$ cat src/rtl/dm_access_ctrl.sv
// Memory-stage data-memory sequencer: issues one DM request per load/store,
// stalls the pipeline until completion, and returns extended load data.
module dm_access_ctrl #(
  parameter int TIMEOUT = 16
) (
  input  logic        clk,
  input  logic        reset,
  input  logic        m_valid,
  input  logic        m_re,
  input  logic        m_we,
  input  logic [1:0]  m_size,
  input  logic        m_unsigned,
  input  logic [31:0] m_addr,
  input  logic [31:0] m_wdata,
  input  logic        flush,
  output logic        mem_req,
  output logic        mem_we,
  output logic [31:0] mem_addr,
  output logic [3:0]  mem_byteen,
  output logic [31:0] mem_wdata,
  input  logic [31:0] mem_rdata,
  input  logic        mem_ready,
  output logic        stall,
  output logic [31:0] ld_data,
  output logic        ld_valid,
  output logic        exc_adel,
  output logic        exc_ades,
  output logic        exc_bus
);

  typedef enum logic [1:0] {
    S_IDLE = 2'd0,
    S_WAIT = 2'd1,
    S_DONE = 2'd2
  } state_e;

  function automatic logic [3:0] byteen_f(input logic [1:0] size, input logic [1:0] off);
    case (size)
      2'b10:   byteen_f = 4'b0001 << off;
      2'b01:   byteen_f = off[1] ? 4'b1100 : 4'b0011;
      default: byteen_f = 4'b1111;
    endcase
  endfunction

  function automatic logic [31:0] wdata_f(input logic [1:0] size, input logic [31:0] w);
    case (size)
      2'b10:   wdata_f = {4{w[7:0]}};
      2'b01:   wdata_f = {2{w[15:0]}};
      default: wdata_f = w;
    endcase
  endfunction

  function automatic logic [31:0] extend_f(input logic [1:0] size, input logic uns,
                                           input logic [1:0] off, input logic [31:0] rdata);
    logic [7:0]  b;
    logic [15:0] h;
    b = rdata[{off, 3'b000} +: 8];
    h = off[1] ? rdata[31:16] : rdata[15:0];
    case (size)
      2'b10:   extend_f = {{24{b[7] & ~uns}}, b};
      2'b01:   extend_f = {{16{h[15] & ~uns}}, h};
      default: extend_f = rdata;
    endcase
  endfunction

  state_e      state_q, state_d;
  logic [7:0]  cnt_q, cnt_d;
  logic        drop_q, drop_d;
  logic        req_q, req_d;
  logic        we_q, we_d;
  logic [31:0] addr_q, addr_d;
  logic [1:0]  off_q, off_d;
  logic [1:0]  size_q, size_d;
  logic        uns_q, uns_d;
  logic [3:0]  byteen_q, byteen_d;
  logic [31:0] wdata_q, wdata_d;
  logic [31:0] ld_data_q, ld_data_d;
  logic        ld_valid_q, ld_valid_d;
  logic        exc_bus_q, exc_bus_d;

  logic new_s, mis_s, hit_timeout_s;

  // Issue qualification and misalignment detection for the M-stage access.
  always_comb begin
    new_s = reset & (state_q == S_IDLE) & m_valid & (m_re | m_we) & ~flush;
    case (m_size)
      2'b01:   mis_s = m_addr[0];
      2'b10:   mis_s = 1'b0;
      default: mis_s = (m_addr[1:0] != 2'b00);
    endcase
    hit_timeout_s = (cnt_q == 8'(TIMEOUT - 1));
  end

  assign exc_adel = new_s & mis_s & m_re;
  assign exc_ades = new_s & mis_s & m_we;
  assign stall    = (new_s & ~mis_s) | (state_q == S_WAIT);

  // Next-state and registered-output computation for the access sequencer.
  always_comb begin
    state_d    = state_q;
    cnt_d      = cnt_q;
    drop_d     = drop_q;
    req_d      = req_q;
    we_d       = we_q;
    addr_d     = addr_q;
    off_d      = off_q;
    size_d     = size_q;
    uns_d      = uns_q;
    byteen_d   = byteen_q;
    wdata_d    = wdata_q;
    ld_data_d  = ld_data_q;
    ld_valid_d = 1'b0;
    exc_bus_d  = 1'b0;
    case (state_q)
      S_IDLE: begin
        if (new_s && !mis_s) begin
          state_d  = S_WAIT;
          cnt_d    = 8'd0;
          drop_d   = 1'b0;
          req_d    = 1'b1;
          we_d     = m_we;
          addr_d   = {m_addr[31:2], 2'b00};
          off_d    = m_addr[1:0];
          size_d   = m_size;
          uns_d    = m_unsigned;
          byteen_d = byteen_f(m_size, m_addr[1:0]);
          wdata_d  = wdata_f(m_size, m_wdata);
        end else begin
          state_d = S_IDLE;
        end
      end
      S_WAIT: begin
        cnt_d  = cnt_q + 8'd1;
        drop_d = drop_q | flush;
        // A ready arriving on the final counted cycle still wins over the timeout.
        if (mem_ready) begin
          state_d    = S_DONE;
          req_d      = 1'b0;
          we_d       = 1'b0;
          ld_data_d  = extend_f(size_q, uns_q, off_q, mem_rdata);
          ld_valid_d = ~we_q & ~drop_q & ~flush;
        end else if (hit_timeout_s) begin
          state_d   = S_DONE;
          req_d     = 1'b0;
          we_d      = 1'b0;
          ld_data_d = 32'd0;
          exc_bus_d = ~drop_q & ~flush;
        end else begin
          state_d = S_WAIT;
        end
      end
      S_DONE: begin
        state_d = S_IDLE;
        drop_d  = 1'b0;
      end
      default: begin
        state_d = S_IDLE;
        req_d   = 1'b0;
        we_d    = 1'b0;
      end
    endcase
  end

  // State and output registers; async reset drops any in-flight request.
  always_ff @(posedge clk or negedge reset) begin
    if (!reset) begin
      state_q    <= S_IDLE;
      cnt_q      <= 8'd0;
      drop_q     <= 1'b0;
      req_q      <= 1'b0;
      we_q       <= 1'b0;
      addr_q     <= 32'd0;
      off_q      <= 2'd0;
      size_q     <= 2'd0;
      uns_q      <= 1'b0;
      byteen_q   <= 4'd0;
      wdata_q    <= 32'd0;
      ld_data_q  <= 32'd0;
      ld_valid_q <= 1'b0;
      exc_bus_q  <= 1'b0;
    end else begin
      state_q    <= state_d;
      cnt_q      <= cnt_d;
      drop_q     <= drop_d;
      req_q      <= req_d;
      we_q       <= we_d;
      addr_q     <= addr_d;
      off_q      <= off_d;
      size_q     <= size_d;
      uns_q      <= uns_d;
      byteen_q   <= byteen_d;
      wdata_q    <= wdata_d;
      ld_data_q  <= ld_data_d;
      ld_valid_q <= ld_valid_d;
      exc_bus_q  <= exc_bus_d;
    end
  end

  assign mem_req    = req_q;
  assign mem_we     = we_q;
  assign mem_addr   = addr_q;
  assign mem_byteen = byteen_q;
  assign mem_wdata  = wdata_q;
  assign ld_data    = ld_data_q;
  assign ld_valid   = ld_valid_q;
  assign exc_bus    = exc_bus_q;

endmodule

$ cat config.mk
export PLATFORM = sky130hd
export DESIGN_NAME = dm_access_ctrl
export DESIGN_NICKNAME = d
export VERILOG_FILES = /design/src/rtl/dm_access_ctrl.sv
export SDC_FILE = /design/constraint.sdc
export NUM_CORES = 1
export LEC_CHECK = 0
export ABC_AREA = 1
export BUFFER_PORTS_ARGS = -buffer_cell sky130_fd_sc_hd__buf_4
export CORE_MARGIN = 2
export CORE_UTILIZATION = 50
export DETAILED_ROUTE_END_ITERATION = 12
export PLACE_DENSITY = 0.91
export SETUP_SLACK_MARGIN = 0.15
export SLEW_MARGIN = 25
export SYNTH_ARGS = -nofsm -noshare
export SYNTH_HDL_FRONTEND = slang
export SYNTH_SLANG_ARGS = --single-unit
$ cat constraint.sdc
create_clock -name clk -period 3.34 [get_ports clk]
set_clock_uncertainty 0.2 [all_clocks]
set_input_delay 0.334 -clock clk [delete_from_list [all_inputs] [get_ports clk]]
set_output_delay 0.334 -clock clk [all_outputs]
set_load 0.01 [all_outputs]
==> results of run 1 <==
==> cell usage in the layout (no fill, tap or decap), drive strengths merged, types with 2 or more instances in the layout <==
master / netlist / final
nor2: 41 / 41
o21ai: 32 / 32
clkbuf: 8 / 18
clkinvlp: 0 / 6
dfrtp: 118 / 118
bufinv: 0 / 2
inv: 60 / 63
o21bai: 2 / 2
buf: 27 / 218
ha: 5 / 5
conb: 1 / 2
clkinv: 0 / 2
nand2: 442 / 442
dlygate4sd3: 0 / 44
nand3: 43 / 43
nand4: 2 / 2
a21oi: 17 / 17
==> per-stage QoR <==
stage	power [mW]	area (µm²)	utilization (%)	hold WS [ps]	setup WS, ps
6_report	6.03	8510	74.2	11.4	647
5_1_grt	6.36	8510	74.2	16.6	492
4_1_cts	6.02	8510	74.2	0.314	616
3_5_place_dp	4.14	7480	65.3	82.6	955
3_3_place_gp	4.07	7480	65.3	82.4	995
2_1_floorplan	3.15	5900	-	-162	1580
==> area by class of cell <==
type,count,area (µm²),area share (%)
clock inverter,13,149,1.75
timing repair buffer,262,2080,24.4
clock buffer,18,439,5.16
sequential,118,2950,34.7
tap,143,179,2.10
multi-input combinational,594,2480,29.2
inverter,60,230,2.70
==> critical path, cell delays in order <==
cell           delay [ps]
dlygate4sd3_1         520
buf_4                 350
nand3b_1              140
nor2_2                220
nand2_4               250
nand2_2               190
buf_4                 140
==> how the worst max path moves through the flow <==
stage	endpoint	slack, ps	cells past startpoint
6_report	stall	650	7
5_1_grt	stall	490	7
4_1_cts	stall	620	7
3_5_place_dp	uns_q$_DFFE_PN0P_	950	7
3_3_place_gp	uns_q$_DFFE_PN0P_	990	7
2_1_floorplan	stall	1580	6
==> power by group through the flow <==
stage | Combinational [mW] | Sequential [mW] | Clock (mW)
detailed placement | 1.95 | 2.20 | 0
CTS | 2.00 | 2.19 | 1.83
finish | 2.00 | 2.20 | 1.82
global route | 2.20 | 2.25 | 1.91
global placement | 1.88 | 2.19 | 0
floorplan | 0.819 | 2.33 | 0
==> state kept, by name (all words and copies together) (netlist names), 2 cells and up <==
signal,flops
cnt_q,8
ld_data,32
mem_addr,30
mem_byteen,4
mem_wdata,32
off_q,2
size_q,2
state_q,2
==> cell families after synthesis <==
family / count (synthesis) / synth area share, %
AOI/OAI and AO/OA: 54 / 4.88
adders and majority gates: 5 / 1.06
and+or+nand+nor: 532 / 35.9
other: 1 / 0.0636
DFF: 118 / 50.1
buffers and inverters: 95 / 7.85
xor gates and xnor gates: 1 / 0.149
==> cell usage after synthesis, drive strengths merged <==
cell    instances
o21bai          2
dfrtp         118
ha              5
conb            1
a31oi           1
nor2           41
nand2         442
nand3b          1
and3            1
xnor2           1
a21oi          17
buf            27
nor3            1
o21ai          32
o22ai           1
o211ai          1
inv            60
nand3          43
clkbuf          8
nand4           2
nor4            1
==> metal layers <==
metal | wire length, µm | GRT usage [%] | up-vias
li1 | - | - | 2954
met1 | 7540 | 37.6 | 2896
met2 | 9050 | 50.1 | 377
met3 | 1840 | 9.50 | 62
met4 | 676 | 13.4 | 0
met5 | 0 | 0 | -
==> what timing repair did <==
action,4_1_cts,5_1_grt
hold buffers,44,0
buffers inserted,0,0
endpoints found under the hold margin,69,0
endpoints found under the setup margin,0,0
==> results.md, run 1 <==
- CTS tree: done
- Setup tns final: 0 ps
- Worst slew pin tran: a little under 700 ps
- # IOs: 213
- YS warnings: 0
- CP Class: input port to output port
- P_sw: ~2.1 mW
- Port Buffers: between 200 and 250
- Max Root-Sink Buffers: 2
- Hold worst-path end: mem_wdata[16]$_DFFE_PN0P_
- Final wirelength: about 19 mm
- Leak: ~5 nW
- Largest net degree at the start of global routing: between 60 and 70
- Synth area leaders: dfrtp_1 (50%), nand2_1 (28%), nand3_1 (3.6%)
- Crit path DAT: around 2200 ps
- Post-route insts no fill: ~1200
- Detail Placement HPWL: 12.5 mm
- Worst r2r src: state_q[1]$_DFF_PN0_
- Reg-to-reg endpoint: mem_addr[31]$_DFFE_PN0P_
- Count of cell types in the netlist: 32
- Synth top area share: roughly 50%
- N_diodes: 0
- Die area: approximately 13000 µm²
- CTS resizes: 0
- CTS Root Cell: clkbuf_16
- Area Overhead vs Synth: 44.3%
- R2r setup slk: roughly 1100 ps
- Routed length per instance: ~16 µm
- Initial antenna violation count: 0
- Hold_sp: m_wdata[16]
- Vias: 6289
- RSZ-0062 raised after global routing: false
- Worst min path class: input port to flop
- Int Pwr: 3.93 mW
- CTS buffer count: 17
- Die width: 113 µm
- Worst setup EP type: output port
- RePlAce Congestion: just over 0.9
- Sequential power share: between 30% and 40%
- Final layout net count: ~1200
- Die height: 113 µm
- Finish-stage setup viols: 0
- Fin. max-slew vios: 0
- Logic pwr share: 33.3%
- Number of max-cap violations: 0
- H-tree depth: 4
- Share of cells above drive strength 1: ~25%
- FP Rows: 39
- Outcome: finished, final reports clean
- R2R depth: 7
- Clock slew at reported path FFs: ~60 ps
- Crit start category: input port
- CORE AREA: approximately 11000 µm²
- Clock power frac: a little under a third
- Vias in the first global route: 6239
- Sequential element share of the synthesized area: between 50% and 60%
- Hold Path Depth: 5
- Max Fclk: 0.371 GHz
- CP Max Fanout: 31
- Slew headroom: between 50% and 60%
- Syn Area/Cell: 7.32 µm²
- Final hold vios: 0
- Data required, critical path: approximately 2800 ps
- GR Overflow Total: 0
- Drt drc: 0
- Final antenna-violating net count: 0
- Total GRT Usage: slightly above 30%
- Global-route wire length before repair: 30.7 mm
- Mapped Area: ~5900 µm²
- Peak VDD IR: around 0.47 mV
- Via density: between 5 and 6
- Fillers: between 800 and 900
- Clock Latency Late Sink: slightly above 400 ps
- Clock sinks: around 120
- Sw Ratio: between 30% and 40%
- Mapped Cells: 806
- Critical path launch point: reset
- Final period util: roughly four fifths
- #FFs+latches synth: approximately 120
- Synth area leader: dfrtp_1
- Power density over cell area: a little over 700 nW/µm²
- Tmin final: 2690 ps
- DR iter-0 viols: 567
- First drt pass iteration count: 5
- Placed Cells: about 1100
- Starting Density: around half
(Power assumes the default switching activity.)
==> run 2: changes to the inputs <==
CORE_UTILIZATION = 45   (was 50)
PLACE_DENSITY = 0.87   (was 0.91)
clock period = 2.3 ns   (was 3.34 ns; I/O delays follow)
==> run 2 against run 1 <==
Sequential share of layout area fell by 2.5 points. Clock power rose by 59%. Clock-buffer cell count rose by 6. First-iteration DRC count rose by 6.5%. Routed wire length rose by 6.2%. Non-clock buffer count rose by 54. Flip-flop and latch count did not move. Core utilization fell by 2.1 points. Critical path depth fell by 1. Global-route usage fell by 1.4 points.
==> results.md, run 2 (synthesized netlist as in run 1, its figures left out) <==
- Final wirelength: 20.3 mm (+6.2%)
- Clock sinks: 118 (unchanged)
- Crit path buffers/inverters: 1 (-2)
- CTS tree: done
- Slowest Stage Delay on Critical Path: 400 ps (-120 ps)
- Clock power frac: 31.5% (+1.3 points)
- Share of cells above drive strength 1: 24.7% (-0.34 points)
- Logic pwr share: 33.4% (about the same)
- Data required, critical path: 1870 ps (-940 ps)
- Int Pwr: 6.12 mW (+56%)
- RePlAce Congestion: 0.968 (+5.8%)
- Worst min path class: input port to flop
- Fin. max-slew vios: 0 (unchanged)
- RSZ-0062 raised after global routing: true
- Starting Density: 46.4% (-5.1 points)
- Slowest cell on the critical path: dfrtp_1
- Setup tns final: 0 ps (unchanged)
- CP Max Fanout: 2 (-94%)
- Final hold vios: 0 (unchanged)
- Final Power: 9.15 mW (+52%)
- Critical path launch point: state_q[0]$_DFF_PN0_
- Number of max-cap violations: 0 (unchanged)
- Fillers: 912 (+8.2%)
- CORE AREA: 12700 µm² (+11%)
- Port Buffers: 210 (unchanged)
- Placed Cells: 1170 (+3.3%)
- Via density: 5.11 (-1.9%)
- Crit path DAT: 1650 ps (-510 ps)
- Most common library cell in the layout ignoring fill and taps: nand2_1
- Final period util: between 90% and 100%
- Sw Ratio: 33.1% (-1.6 points)
- Post-CTS Setup Bufs: 0 (unchanged)
- Reg-to-reg endpoint: exc_bus$_DFF_PN0_
- Most frequent cells in the layout: nand2_1 (434), buf_4 (223), dfrtp_1 (118), dlygate4sd3_1 (90), inv_1 (55)
- DR iter-0 viols: 604 (+6.5%)
- CP endpoint: exc_ades
- Outcome: finished, final reports clean
- Post-Route Utilization: 72.1% (-2.1 points)
- CTS Root Cell: clkbuf_16
- Most used cell, CP: nand2_1
- Sequential power share: 35.0% (-1.5 points)
- Clock slew at reported path FFs: 50 ps (about the same)
- Power density over cell area: 998 nW/µm² (+41%)
- R2R depth: 6 (-1)
- # IOs: 213 (unchanged)
- Max Root-Sink Buffers: 2 (unchanged)
- Peak VDD IR: 0.499 mV (+5.5%)
- Initial antenna violation count: 0 (unchanged)
- Worst path depth: 6 (-1)
- Drt drc: 0 (unchanged)
- Clock Latency Late Sink: 410 ps (about the same)
- Total GRT Usage: 29.2% (-1.4 points)
- Hold Path Depth: 5 (unchanged)
- Crit start category: flop
- Tmin final: roughly 2100 ps
- R2r setup slk: 330 ps (-780 ps)
- Leak: 5.21 nW (+6.0%)
- Worst r2r src: cnt_q[0]$_DFFE_PN0P_
- Die height: 118 µm (+5.2%)
- Routed length per instance: 15.7 µm (-0.67%)
- First drt pass iteration count: 5 (unchanged)
- Finish-stage setup viols: 0 (unchanged)
- N_diodes: 0 (unchanged)
- Final antenna-violating net count: 0 (unchanged)
- Delay-heaviest family, CP: simple AND/OR/NAND/NOR gates
- Die width: 118 µm (+5.2%)
- Slew headroom: 56.2% (+1.9 points)
- CP Class: flop to output port
- Die area: 14000 µm² (+11%)
- Worst setup EP type: output port
- Worst slew pin tran: 657 ps (-28.9 ps)
- Final layout net count: 1218 (+4.6%)
- CTS buffer count: 17 (unchanged)
- P_sw: 3.03 mW (+45%)
- GR Overflow Total: 0 (unchanged)
- Area Overhead vs Synth: 55.6%
- H-tree depth: 4 (unchanged)
- Detail Placement HPWL: 12.4 mm (-0.28%)
- FP Rows: 41 (+5.1%)
- Vias in the first global route: 6688 (+7.2%)
- Max Fclk: slightly below 0.5 GHz
- Largest net degree at the start of global routing: 119 (+83%)
- CP cell instances: nor2_2, nand2_1, nor2_4, nand2_1, nor2_1, buf_4
- Vias: 6599 (+4.9%)
- Post-route insts no fill: 1292 (+7.0%)
- Global-route wire length before repair: 32.7 mm (+6.8%)
run 2: cell count changes in the layout (fill, tap and decap cells not counted), sizes merged:
cell,delta
inv,-3
dlygate4sd3,+46
bufinv,+2
buf,+8
clkinv,+1
clkbuf,+6
clkinvlp,-5
run 2: what timing repair did:
action	CTS	global route
hold buffers	90	0
endpoints found under the setup margin	2	4
endpoints found under the hold margin	208	0
resized for setup	2	4
run 2: final cells by class:
type / count / area, µm² / area share, %
Sequential cell: 118 / 2950 / 32.2
Timing Repair Buffer: 316 / 2630 / 28.7
Multi-Input combinational cell: 594 / 2500 / 27.3
Clock buffer: 24 / 502 / 5.47
Inverter: 60 / 230 / 2.51
Tap cell: 172 / 215 / 2.35
Clock inverter: 8 / 143 / 1.55
run 2: routing by layer:
| metal | global-route usage (%) | vias up | share of wire [%] |
|---|---|---|---|
| li1 | - | 3063 | - |
| met1 | 34.6 | 3089 | 39 |
| met2 | 49.2 | 381 | 49 |
| met3 | 8.25 | 66 | 9.1 |
| met4 | 13.8 | 0 | 3.2 |
| met5 | 0 | - | 0 |
run 2: power groups by stage:
stage | Clock [mW] | Combinational (mW) | Sequential (mW)
2_1_floorplan | 0 | 1.19 | 3.38
3_3_place_gp | 0 | 2.79 | 3.18
3_5_place_dp | 0 | 2.87 | 3.19
4_1_cts | 2.91 | 3.00 | 3.18
5_1_grt | 3.02 | 3.36 | 3.28
6_report | 2.89 | 3.06 | 3.21
run 2: worst min-delay path by stage:
| stage | startpoint | endpoint | slack, ps |
|---|---|---|---|
| after floorplan | reset | cnt_q[0]$_DFFE_PN0P_ | -270 |
| after global placement | reset | ld_data[7]$_DFFE_PN0P_ | 210 |
| after detailed placement | reset | off_q[1]$_DFFE_PN0P_ | 200 |
| after CTS | mem_rdata[13] | ld_data[13]$_DFFE_PN0P_ | 0.8 |
| after global routing | mem_rdata[13] | ld_data[13]$_DFFE_PN0P_ | 30 |
| final | mem_rdata[14] | ld_data[14]$_DFFE_PN0P_ | 10 |
run 2: worst min-delay path: cells and delay by family:
kind | cells | cell delay (ps)
simple gates | 2 | 100
compound gates | 1 | 70
buf+inv | 2 | 180
run 2: through the flow:
stage                     hold slack (ps)  setup WS, ps  area [µm²]
after global placement                208           422        7600
after floorplan                      -266           536        5900
after global routing                 30.9           135        9170
after detailed placement              203           353        7600
final                                14.2           220        9170
after CTS                           0.810           157        9160
==> run 3: changes to the inputs <==
PLACE_DENSITY = 0.84   (was 0.87)
==> run 3 against run 2 <==
Maximum frequency up 1.2%. Via count down 0.11%. Critical path depth is 4 higher. Clock-buffer cell count unchanged. Register-to-register slack about the same. Final cell count rose by 0.23%. Die area stayed put. Largest power group unchanged. Core utilization grew 0.28 points. Cell area increased by 0.38%. Highest routed layer unchanged. Sequential share of layout area shrank 0.12 points.
==> results.md, run 3 (synthesized netlist as in run 1, its figures left out) <==
- CP Class: input port to flop
- Port Buffers: 210 (unchanged)
- Slowest cell on the critical path: dlygate4sd3_1
- CTS buffer count: 17 (unchanged)
- Global-route wire length before repair: 32.8 mm (+0.15%)
- Most common library cell in the layout ignoring fill and taps: nand2_1
- Peak VDD IR: 0.501 mV (+0.39%)
- Die height: 118 µm (unchanged)
- Clock slew at reported path FFs: 50 ps (about the same)
- Final layout net count: 1221 (+0.25%)
- Clock sinks: 118 (unchanged)
- Final antenna-violating net count: 0 (unchanged)
- Final hold vios: 0 (unchanged)
- Die width: 118 µm (unchanged)
- Most frequent cells in the layout: nand2_1 (434), buf_4 (222), dfrtp_1 (118), dlygate4sd3_1 (93), inv_1 (54)
- CTS tree: done
- Worst setup EP type: flop
- Delay-heaviest family, CP: buffers and inverters
- Slew headroom: 56.7% (+0.47 points)
- Post-Route Utilization: 72.4% (+0.28 points)
- Crit start category: input port
- RePlAce Congestion: 0.901 (-7.0%)
- Data required, critical path: 2390 ps (+520 ps)
- # IOs: 213 (unchanged)
- Total GRT Usage: 29.6% (+0.34 points)
- Max Fclk: 0.487 GHz (+1.2%)
- Placed Cells: 1169 (-0.085%)
- H-tree depth: 4 (unchanged)
- Post-route insts no fill: 1295 (+0.23%)
- CP Max Fanout: 25 (+23)
- Vias in the first global route: 6555 (-2.0%)
- Largest net degree at the start of global routing: 119 (unchanged)
- Initial antenna violation count: 0 (unchanged)
- Final period util: 89.3% (-1.1 points)
- Number of max-cap violations: 0 (unchanged)
- Fin. max-slew vios: 0 (unchanged)
- CTS Root Cell: clkbuf_16
- DR iter-0 viols: 632 (+4.6%)
- N_diodes: 0 (unchanged)
- Tmin final: 2050 ps (-25.1 ps)
- Crit path DAT: 2140 ps (+490 ps)
- Die area: 14000 µm² (unchanged)
- CORE AREA: 12700 µm² (unchanged)
- Leak: 5.21 nW (about the same)
- Power density over cell area: 994 nW/µm² (-0.35%)
- Detail Placement HPWL: 12.2 mm (-1.5%)
- CP cell instances: buf_4, inv_1, ha_1, buf_4, inv_1, buf_6, o21ai_0, a31oi_1, dlygate4sd3_1, o21ai_0
- RSZ-0062 raised after global routing: false
- Fillers: 929 (+1.9%)
- GR Overflow Total: 0 (unchanged)
- Via density: 5.09 (-0.34%)
- Vias: 6592 (-0.11%)
- Area Overhead vs Synth: 56.2%
- Slowest Stage Delay on Critical Path: 570 ps (+170 ps)
- Max Root-Sink Buffers: 2 (unchanged)
- Worst slew pin tran: 650 ps (-7.05 ps)
- Final wirelength: 20.4 mm (+0.60%)
- Outcome: finished, final reports clean
- Clock Latency Late Sink: 420 ps (about the same)
- Starting Density: 46.4% (unchanged)
- First drt pass iteration count: 7 (+2)
- Drt drc: 0 (unchanged)
- Setup tns final: 0 ps (unchanged)
- Worst min path class: input port to flop
- Routed length per instance: 15.8 µm (+0.37%)
- Share of cells above drive strength 1: 24.7% (-0.066 points)
- FP Rows: 41 (unchanged)
- Crit path buffers/inverters: 6 (+5)
- Finish-stage setup viols: 0 (unchanged)
==> run 3: what timing repair did <==
| action | in CTS | in global routing |
|---|---|---|
| endpoints found under the setup margin | 0 | 7 |
| setup buffers | 0 | 1 |
| endpoints found under the hold margin | 210 | 0 |
| gates resized for setup | 0 | 4 |
| hold buffers | 93 | 0 |
==> run 3: final timing paths <==
path	endpoint	slack, ps	cells past startpoint	startpoint
setup reg to reg	mem_wdata[0]$_DFFE_PN0P_	340	9	state_q[1]$_DFF_PN0_
max in group asynchronous	mem_addr[29]$_DFFE_PN0P_	1100	3	reset
setup / recovery	mem_byteen[1]$_DFFE_PN0P_	250	10	m_size[0]
min in group asynchronous	ld_data[6]$_DFFE_PN0P_	290	3	reset
hold reg to reg	mem_req$_DFFE_PN0P_	280	2	mem_req$_DFFE_PN0P_
hold / removal	ld_data[26]$_DFFE_PN0P_	20	5	mem_rdata[26]
==> run 3: power by group <==
part | leakage (nW) | internal (mW) | switching (mW)
clock network | 0.316 | 1.95 | 0.940
logic | 3.39 | 1.45 | 1.63
registers | 1.51 | 2.73 | 0.465
total | 5.21 | 6.13 | 3.03
==> run 3: worst reg2reg max path: cells and delay by family (launching register included) <==
kind                   cells  cell delay (ps)
AND/OR/NAND/NOR            6              650
flip-flops                 1              400
buffers and inverters      3              640
==> run 3: final cells by class <==
class                   instances  area (µm²)  area share (%)
multi-input cells             594        2490            27.1
flip-flops and latches        118        2950            32.1
well taps                     172         215            2.34
repair buffers                319        2670            29.0
inverters                      60         234            2.54
clock buffers                  24         502            5.45
clock inverters                 8         143            1.55
==> run 3: through the flow <==
stage	power (mW)	cell area [µm²]	setup WS (ps)	hold slack [ps]
4_1_cts	9.06	9190	213	0.662
5_1_grt	9.61	9210	156	18.1
6_report	9.16	9210	246	18.6
3_3_place_gp	5.95	7610	268	221
3_5_place_dp	6.03	7610	245	215
2_1_floorplan	4.57	5900	536	-266
==> run 3: routing by layer <==
layer / vias up / wire, µm / GRT usage, %
met5: - / 0 / 0
met1: 3035 / 7840 / 35.9
met2: 410 / 9860 / 49.3
met4: 0 / 791 / 13.8
li1: 3063 / - / -
met3: 84 / 1930 / 7.77
